**config.mk**
```make
export PLATFORM = sky130hd
export DESIGN_NAME = alu_op_queue
export DESIGN_NICKNAME = d
export VERILOG_FILES = /design/src/rtl/alu_op_queue.sv
export SDC_FILE = /design/constraint.sdc
export NUM_CORES = 1
export LEC_CHECK = 0
export ABC_AREA = 1
export CAP_MARGIN = 20
export CORE_MARGIN = 3
export CORE_UTILIZATION = 51
export CTS_CLUSTER_SIZE = 28
export DETAILED_ROUTE_END_ITERATION = 10
export PLACE_DENSITY = 0.77
export SLEW_MARGIN = 20
export SYNTH_ARGS = -nofsm -noshare
export SYNTH_HDL_FRONTEND = slang
export SYNTH_SLANG_ARGS = --single-unit
```
**constraint.sdc**
```tcl
create_clock -name clk -period 1.8 [get_ports clk]
set_input_delay 0.36 -clock clk [delete_from_list [all_inputs] [get_ports clk]]
set_output_delay 0.36 -clock clk [all_outputs]
set_load 0.005 [all_outputs]
```
**src/rtl/alu_op_queue.sv**
```systemverilog
`default_nettype none
// ============================================================================
// alu_op_queue : circular FIFO of {opcode, A, B} requests feeding the ALU.
// Optional macro ALU_OPQ_OPCHECK_EN drops (and counts) opcodes above 0x0A.
// Revision: 1.0
// ============================================================================
module alu_op_queue #(
  parameter int DEPTH      = 4,
  parameter int DATA_WIDTH = 32
) (
  input  logic                       clk,
  input  logic                       rst_n,
  input  logic                       in_valid,
  output logic                       in_ready,
  input  logic [7:0]                 in_op,
  input  logic [DATA_WIDTH-1:0]      in_a,
  input  logic [DATA_WIDTH-1:0]      in_b,
  output logic                       out_valid,
  input  logic                       out_ready,
  output logic [7:0]                 out_op,
  output logic [DATA_WIDTH-1:0]      out_a,
  output logic [DATA_WIDTH-1:0]      out_b,
  output logic [$clog2(DEPTH):0]     count,
  output logic [7:0]                 illegal_cnt
);
  localparam int               PTR_W   = $clog2(DEPTH);
  localparam int               CNT_W   = PTR_W + 1;
  localparam logic [CNT_W-1:0] C_DEPTH = CNT_W'(DEPTH);

  logic [PTR_W-1:0]      wr_ptr_q, wr_ptr_d, rd_ptr_q, rd_ptr_d;
  logic [CNT_W-1:0]      count_q, count_d;
  logic [7:0]            op_q [DEPTH];
  logic [7:0]            op_d [DEPTH];
  logic [DATA_WIDTH-1:0] a_q  [DEPTH];
  logic [DATA_WIDTH-1:0] a_d  [DEPTH];
  logic [DATA_WIDTH-1:0] b_q  [DEPTH];
  logic [DATA_WIDTH-1:0] b_d  [DEPTH];

  logic w_push_hs, w_pop, w_legal, w_write;

  // Readiness comes from registered occupancy only, never from out_ready.
  assign in_ready  = (count_q < C_DEPTH);
  assign out_valid = (count_q != '0);
  assign out_op    = op_q[rd_ptr_q];
  assign out_a     = a_q[rd_ptr_q];
  assign out_b     = b_q[rd_ptr_q];
  assign count     = count_q;

  assign w_push_hs = in_valid && in_ready;
  assign w_pop     = out_valid && out_ready;
`ifdef ALU_OPQ_OPCHECK_EN
  assign w_legal   = (in_op <= 8'h0A);
`else
  assign w_legal   = 1'b1;
`endif
  assign w_write   = w_push_hs && w_legal;

  always_comb begin
    wr_ptr_d = wr_ptr_q;
    rd_ptr_d = rd_ptr_q;
    count_d  = count_q;
    op_d     = op_q;
    a_d      = a_q;
    b_d      = b_q;
    if (w_write) begin
      op_d[wr_ptr_q] = in_op;
      a_d[wr_ptr_q]  = in_a;
      b_d[wr_ptr_q]  = in_b;
      wr_ptr_d       = wr_ptr_q + PTR_W'(1);
    end
    if (w_pop) begin
      rd_ptr_d = rd_ptr_q + PTR_W'(1);
    end
    if (w_write && !w_pop) begin
      count_d = count_q + CNT_W'(1);
    end else if (!w_write && w_pop) begin
      count_d = count_q - CNT_W'(1);
    end
  end

  always_ff @(posedge clk or negedge rst_n) begin
    if (!rst_n) begin
      wr_ptr_q <= '0;
      rd_ptr_q <= '0;
      count_q  <= '0;
      for (int i = 0; i < DEPTH; i++) begin
        op_q[i] <= '0;
        a_q[i]  <= '0;
        b_q[i]  <= '0;
      end
    end else begin
      wr_ptr_q <= wr_ptr_d;
      rd_ptr_q <= rd_ptr_d;
      count_q  <= count_d;
      op_q     <= op_d;
      a_q      <= a_d;
      b_q      <= b_d;
    end
  end

`ifdef ALU_OPQ_OPCHECK_EN
  logic [7:0] illegal_cnt_q, illegal_cnt_d;

  // Illegal requests are still handshaked; only the counter records them.
  always_comb begin
    illegal_cnt_d = illegal_cnt_q;
    if (w_push_hs && !w_legal && (illegal_cnt_q != 8'hFF)) begin
      illegal_cnt_d = illegal_cnt_q + 8'd1;
    end
  end

  always_ff @(posedge clk or negedge rst_n) begin
    if (!rst_n) begin
      illegal_cnt_q <= '0;
    end else begin
      illegal_cnt_q <= illegal_cnt_d;
    end
  end

  assign illegal_cnt = illegal_cnt_q;
`else
  assign illegal_cnt = 8'h00;
`endif

endmodule
`default_nettype wire

```
Yosys cells after proc, flatten, opt, wreduce, memory -nomap -nowiden:

Index checks and enable logic that the tools add are counted.
W data, S select, Z words.

* memories: 0
* logic and storage cells: 52
* ROM bits: 0
* register bits: 295
* bits in writable memories: 0
* latch bits: 0
* bits of input ports: 76
* output and inout bits: 85

* add/sub/neg operators: 4
* bitwise operators: 2
* multiply operators: 0
* reductions and logical operators: 9
* mux-type cells: 18
* eq/ne operators: 0
* magnitude comparators: 4
* shifts and indexed selects: 0
* divide/modulo/power cells: 0

Operator list (count)
* $bwmux W128: 2
* $mux W32: 5
* $bmux W32 S2: 2
* $demux W32 S2: 1
* $bwmux W32: 1
* $mux W8: 3
* $bmux W8 S2: 1
* $demux W8 S2: 1
* $ge A3 B3 Y1 const B: 2
* $mux W3: 2
* $not A2 Y3: 2
* $logic_and A1 B1 Y1: 5
* $add A2 B1 Y2 const B: 2
* $add A3 B1 Y3 const B: 1
* $lt A3 B1 Y1 const B: 1
* $lt A3 B3 Y1 const B: 1
* $reduce_bool A3 Y1: 1
* $sub A3 B1 Y3 const B: 1
* $logic_not A1 Y1: 2
* $reduce_bool A2 Y1: 1

Depth between registers and ports, before layout:

Gate-level depths: netlist of run 1.

* depth after elaboration: 6
* gate-level depth with buffers: 11
* mapped depth without buffers: 11

Worst setup path before layout of run 1:

No wires, ideal clock.

* path type: register to register
* start: register count_q[2] (netlist: count[2])
* end: register count_q[2] (netlist: count[2])
* data required time: 1.683 ns
* library setup time: 0.117 ns
* path buffers: 0
* period minus slack after synthesis: 1.701 ns
* slack: 0.099 ns
* stages on the path, launching flop included: 9
* arrival time: 1.584 ns
* cells stage by stage: dfrtp_1 nor2_4 ha_1 inv_1 fa_1 nand2_1 nand3_1 nand2_1 nand2_1

* cells in the longest elaborated chain, start to end: 5
* elaborated cells between the ends (all ways): 13
* those cells by class: add/sub: 2; order compare: 1; mux: 2; reduce/logical: 8

Ends and longest elaborated chain
* start: declaration: RTL line 31 `logic [CNT_W-1:0] count_q, count_d;`
* start signal: assignment: RTL line 94 `count_q <= count_d;`
* $lt A3 B3 Y1 (*): RTL line 42 `assign in_ready = (count_q < C_DEPTH);`
* $logic_and A1 B1 Y1 (*): RTL line 49 `assign w_push_hs = in_valid && in_ready;`
* via w_push_hs: RTL line 39 `logic w_push_hs, w_pop, w_legal, w_write;`
* $logic_not A1 Y1: RTL line 76 `end else if (!w_write && w_pop) begin`
* $logic_and A1 B1 Y1: RTL line 76
* $reduce_bool A2 Y1 (no line)

The timed path passes the listed nets; every way through them passes the cells marked *. The select of a mux whose other input is x is not followed.
A chain may end at the register's enable or synchronous reset.

Final worst setup path of run 1:

* start: register rd_ptr_q[0]
* end: output out_b[9]

* cells in the longest elaborated chain, start to end: 4

Ends and longest elaborated chain
* start: declaration: RTL line 30 `logic [PTR_W-1:0] wr_ptr_q, wr_ptr_d, rd_ptr_q, rd_ptr_d;`
* start signal: assignment: RTL line 93 `rd_ptr_q <= rd_ptr_d;`
* $not A2 Y3 (implied by the code): RTL line 46 `assign out_b = b_q[rd_ptr_q];`
* $bmux W32 S2: RTL line 46
* $mux W32 (implied by the code) (2 in a row): RTL line 46
* end: declaration: RTL line 22 `output logic [DATA_WIDTH-1:0] out_b,`

No other way between the ends. The select of a mux whose other input is x is not followed.

==> flow_summary.json, run 1 <==
{
  "p_sw_mw": 12.4,
  "track_usage_pct": 22.5,
  "gp_congestion": 0.786,
  "maxSlewViolCount": 0,
  "die_w_um": 169,
  "dieArea_um2": 28700,
  "drtIter0Drc": 952,
  "core_um2": 26100,
  "hold_path_class": "primary input to asynchronous set/reset pin",
  "worst-setup-path-type": "flop to output pin",
  "report.final.hold_viol_count": 0,
  "r2r-end": "count[2]",
  "nNetsFinal": 1882,
  "clkLatencyLatePin_ps": 540,
  "synth-seq-cells": 295,
  "grt-ovfl-total": 0,
  "setup_viol": 72,
  "comb_power_share_pct": 47.3,
  "fin_util_pct": 66.0,
  "holdWs_ps": 299,
  "worstPathArrival_ps": 1940,
  "crit-reg2reg-launch": "count[1]",
  "cp-start-kind": "flop",
  "syn_area_per_cell_um2": 8.48,
  "fin_setup_tns_ps": -28990,
  "hpwl_um": 19800,
  "clockPowerShare_pct": 18.2,
  "violations": "setup timing",
  "cap_violations": 0,
  "rsz0062_at_grt": "true",
  "cts_buffers": 30,
  "ff2ff_path_depth": 11,
  "seq_area_frac_synth_pct": 54.1,
  "area_growth_pct": 26.5,
  "synthCells": 1607,
  "fill_cells": 2085,
  "status": "finished with violations",
  "cts-root-buf": "clkbuf_16",
  "cts_buffer_depth": 3,
  "cts_tree": "done",
  "finalPower_mw": 32.6,
  "peakVddDrop_v": 0.000858,
  "vias_per_cell": 5.31,
  "drive_above_1_share_pct": 14.6,
  "initial_utilization_pct": 52.2,
  "cts_max_level": 1,
  "finalCritPeriodShare_pct": 128,
  "cts_sinks": 295,
  "std_cell_rows": 59,
  "ys_warn_count": 0,
  "detail-route-antenna-nets": 0,
  "max_freq_ghz": 0.434,
  "min_period_ps": 2300,
  "die_y_um": 169,
  "r2r_slack_ps": 30,
  "cp-end-kind": "output pin",
  "num_vias": 11500,
  "num_io_pins": 161,
  "setup_slack_ps": -503,
  "port_buffers": 152,
  "p_int_mw": 20.3,
  "drc": 0,
  "routedWlPerCell_um": 15.8,
  "seqPwrFrac_pct": 34.4,
  "firstDrtPassIters": 5,
  "grt_start_max_net_pins": 66,
  "routed_wl_um": 34100,
  "grt_pass1_vias": 10800,
  "seq_area_um2": 7380,
  "yosysUniqueCellTypes": 23,
  "antenna_found_initial": 1,
  "netlist_area_um2": 13600,
  "grt_pass1_wl_um": 53800,
  "crit_fanout": 6,
  "clk_transition_reported_paths_ps": 60,
  "power_density_nw_per_um2": 1890,
  "p_sw_share_pct": 37.9,
  "critPathRequiredTime_ps": 1440,
  "multi_input_area_um2": 4770,
  "power.leakage_nw": 8.89,
  "skew_ps": 8.14
}
## routing by layer
metal	vias up	wire length, um	global-route usage, %
met5	-	0	0
met4	0	673	4.20
met3	51	1630	2.77
met2	339	16600	38.3
met1	5527	15200	31.6
li1	5540	-	-
## flip-flops by register name, summed over array words and instances, names as in the netlist
signal and count:
a_q 128, wr_ptr_q 2, rd_ptr_q 2, count 3, b_q 128, op_q 32
## cell usage in the layout, fill, tap and decap left out, types with 5 or more instances in the layout
master / n
clkdlybuf4s50_1: 74
nand2_1: 513
clkbuf_1: 8
o211ai_1: 144
buf_12: 27
clkbuf_2: 51
nand2_4: 6
clkinv_2: 6
buf_8: 10
buf_4: 40
clkbuf_16: 38
nand2_2: 5
conb_1: 8
dfrtp_1: 293
o21ai_1: 232
o21ai_0: 49
buf_6: 23
clkbuf_8: 8
buf_2: 21
o21ai_2: 8
buf_16: 7
inv_1: 221
## critical path, stage by stage (launching register included)
cell	delay [ps]
dfrtp_2	400
buf_8	170
clkinv_16	70
buf_6	110
buf_6	110
buf_6	120
o211ai_1	160
nand2_1	90
buf_2	160
## power groups by stage
stage	combinational, mW	sequential (mW)	clock, mW
after floorplan	8.32	10.9	0
after global placement	13.8	11.2	0
after detailed placement	14.2	11.3	0
after CTS	14.5	11.2	6.05
after global routing	17.2	11.6	6.36
final	15.5	11.2	5.96
## Yosys cell counts (all sizes together)
cell type | number | area share, %
inv | 226 | 6.2
nand2 | 524 | 15
nand4 | 1 | 0.046
clkbuf | 42 | 1.2
conb | 1 | 0.028
dfrtp | 295 | 54
o21ai | 289 | 11
o211ai | 144 | 7.9
buf | 72 | 4.0
xnor2 | 1 | 0.064
xor2 | 1 | 0.064
nor2 | 2 | 0.11
fa | 1 | 0.15
ha | 5 | 0.46
nand3 | 3 | 0.11
## cells by family (layout without fill, tap and decap cells)
logic type      after synthesis  after routing  share of synthesized area (%)
flops                       295            295                           54.1
xor+xnor                      2              2                          0.129
buf+inv                     340            547                           11.4
other cells                   1              9                         0.0275
fa+ha+maj                     6              6                          0.606
simple gates                530            530                           14.9
compound gates              433            433                           18.8
## layout make-up
class                   instances  area share [%]
well taps                     335            2.43
inverters                     226            5.13
clock buffers                  47            5.31
multi-input cells             979            27.7
flip-flops and latches        295            42.8
diodes                          1          0.0145
repair buffers                265            16.0
repair inverters                3           0.414
clock inverters                 6           0.174
## timing repair
item	CTS	global route
hold buffers	1	0
buffers inserted	12	32
endpoints found under the setup margin	77	75
endpoints found under the hold margin	32	0
gates cloned	6	15
pin swaps	23	95
gates resized for setup	152	159
## metrics by stage
stage / worst slack, ps / cell area, um2 / cells
after floorplan: 99.0 / 13700 / 1614
after global placement: -150 / 15600 / 2041
after detailed placement: -192 / 15600 / 2041
after CTS: -698 / 16800 / 2113
after global routing: -590 / 17200 / 2157
final: -503 / 17200 / 2157
## worst max path at each step
stage | cells after the start | endpoint | start
after floorplan | 8 | count[2] | count[2]
after global placement | 5 | out_a[7] | rd_ptr_q[0]
after detailed placement | 6 | out_a[22] | rd_ptr_q[0]
after CTS | 6 | out_a[18] | rd_ptr_q[0]
after global routing | 8 | out_b[9] | rd_ptr_q[0]
final | 8 | out_b[9] | rd_ptr_q[0]
Power figures use the tool's default switching activity.
==> run 2: changes to the inputs <==
--- a/config.mk
+++ b/config.mk
@@ -6,7 +6,7 @@
 export NUM_CORES = 1
 export LEC_CHECK = 0
 export ABC_AREA = 1
-export CAP_MARGIN = 20
+export ABC_CLOCK_PERIOD_IN_PS = 1800
 export CORE_MARGIN = 3
 export CORE_UTILIZATION = 51
 export CTS_CLUSTER_SIZE = 28
==> results of run 2 <==
The final DEF is identical to that of run 1; final timing and power are the same.
==> variant, RTL diff (settings of run 2) <==
Put one more register stage on the output `count`, cleared by the reset. The value now appears one clock later. The other outputs are not delayed to match.
--- a/src/rtl/alu_op_queue.sv
+++ b/src/rtl/alu_op_queue.sv
@@ -44,7 +44,13 @@
   assign out_op    = op_q[rd_ptr_q];
   assign out_a     = a_q[rd_ptr_q];
   assign out_b     = b_q[rd_ptr_q];
-  assign count     = count_q;
+  always_ff @(posedge clk or negedge rst_n) begin
+    if (!rst_n) begin
+      count <= '0;
+    end else begin
+      count <= count_q;
+    end
+  end
 
   assign w_push_hs = in_valid && in_ready;
   assign w_pop     = out_valid && out_ready;
Function: changed (Yosys sat finds a counterexample within 4 cycles, from zero or initial values and one cycle with rst_n low).
==> variant against run 2 <==
  * The flow still finishes with violations (negative setup slack)
  * Combinational power rose by 11%
  * Power is 6.5% higher
  * Worst setup slack gained 0.023 ns
  * Clock power grew 2%
  * Synthesized cell count grew 0.19%
  * Synthesized area increased by 0.54%
  * Routed wire length grew 6.3%
  * Cell area increased by 4.1%
  * Sequential cell count rose by 3
  * Core utilization is 2.5 points higher
  * Global-route usage increased by 2.6 points
  * Highest routed layer unchanged
==> variant: results (changes against run 2) <==
cells_and_area:
  drive_gt1_frac: 0.1687  # was 0.1455
  seq_area_um2: 7461  # was 7385 um2
  n_all_inverters: 227  # was 229
synthesis:
  ys_top_cells_by_count: "520 x nand2_1, 298 x dfrtp_1, 232 x o21ai_1"  # was 520 x nand2_1, 295 x dfrtp_1, 232 x o21ai_1
  ys_ff_latch: 298  # was 295
  synth_area_per_cell_um2: 8.514  # was 8.484 um2
  seq_area_frac_synth: 0.5440  # was 0.5415
critical_path:
  cp.arrival_ns: 1.92  # was 1.94 ns
  cp_num_buf_inv: 5  # was 6
  crit_fanout: 7  # was 6
  cpPeakStageDelay_ns: 0.43  # was 0.40 ns
placement:
  dp.cells: 2051  # was 2041
  place.gp.congestion: 0.8050  # was 0.7855
  place_hpwl_mm: 20.41  # was 19.79 mm
timing:
  layout_setup_ws_ns: -0.4803  # was -0.5033 ns
  fin_skew_ns: 0.01940  # was 0.008144 ns
  setup_viol: 72  # unchanged
  fin_setup_tns_ns: -28.25  # was -28.99 ns
global_route:
  grt_pass1_wl_mm: 59.12  # was 53.75 mm
  groute.usage.overall: 0.2507  # was 0.2249
  grt_pass1_vias: 11540  # was 10750
route:
  vias_per_cell: 5.391  # was 5.312
  drtIter0Drc: 979  # was 952
outcome:
  status: "finished, violations left"  # unchanged
  violations: "negative setup slack"  # unchanged
pwr:
  cellLeakagePower_uw: 0.009152  # was 0.008886 uW
  peakVddDrop_v: 0.001132  # was 0.0008584 V
-- variant: cell count changes after synthesis, sizes merged --
cell and delta:
dfrtp +3, buf -2, clkbuf +2
-- variant: worst paths after layout --
kind	startpoint	endpoint	slack (ns)	cells past startpoint
min in group clk	in_b[7]	b_q[103]	0.43	3
worst max register to register	count_q[2]	count_q[2]	0.13	9
worst min-delay path	rst_n	a_q[72]	0.30	2
worst max-delay path	rd_ptr_q[0]	out_b[8]	-0.48	7
worst min register to register	b_q[9]	b_q[9]	0.48	2
max in group asynchronous	rst_n	b_q[41]	0.81	3
-- variant: timing repair --
item | in CTS | in global routing
endpoints found under the hold margin | 27 | 0
resized for setup | 357 | 50
cloned | 25 | 5
hold buffers | 1 | 0
setup buffers | 36 | 8
pin swaps | 82 | 63
endpoints found under the setup margin | 74 | 74
-- variant: power breakdown --
| part | total (uW) | internal, uW | switching [uW] |
|---|---|---|---|
| sequential | 11400 | 9730 | 1700 |
| combinational | 17200 | 8440 | 8790 |
| clock | 6100 | 3540 | 2560 |
| total | 34800 | 21700 | 13000 |
-- variant: logic make-up (layout without fill, tap and decap cells) --
kind of cell / Yosys count / count (layout) / synth area share
AOI/OAI and AO/OA: 433 / 433 / 0.1866
xor gates and xnor gates: 2 / 2 / 0.001278
adders and majority gates: 6 / 6 / 0.006025
buffers and inverters: 340 / 566 / 0.1135
DFF: 298 / 298 / 0.5440
other: 1 / 9 / 0.0002736
and+or+nand+nor: 530 / 530 / 0.1483
-- variant: routing by layer --
metal,track usage,wire (um),share of wire,vias up
li1,-,-,-,5596
met1,0.3452,15530,0.43,5681
met2,0.4247,17900,0.49,410
met3,0.02927,1964,0.054,60
met4,0.07090,875,0.024,0
met5,0,0,0,-
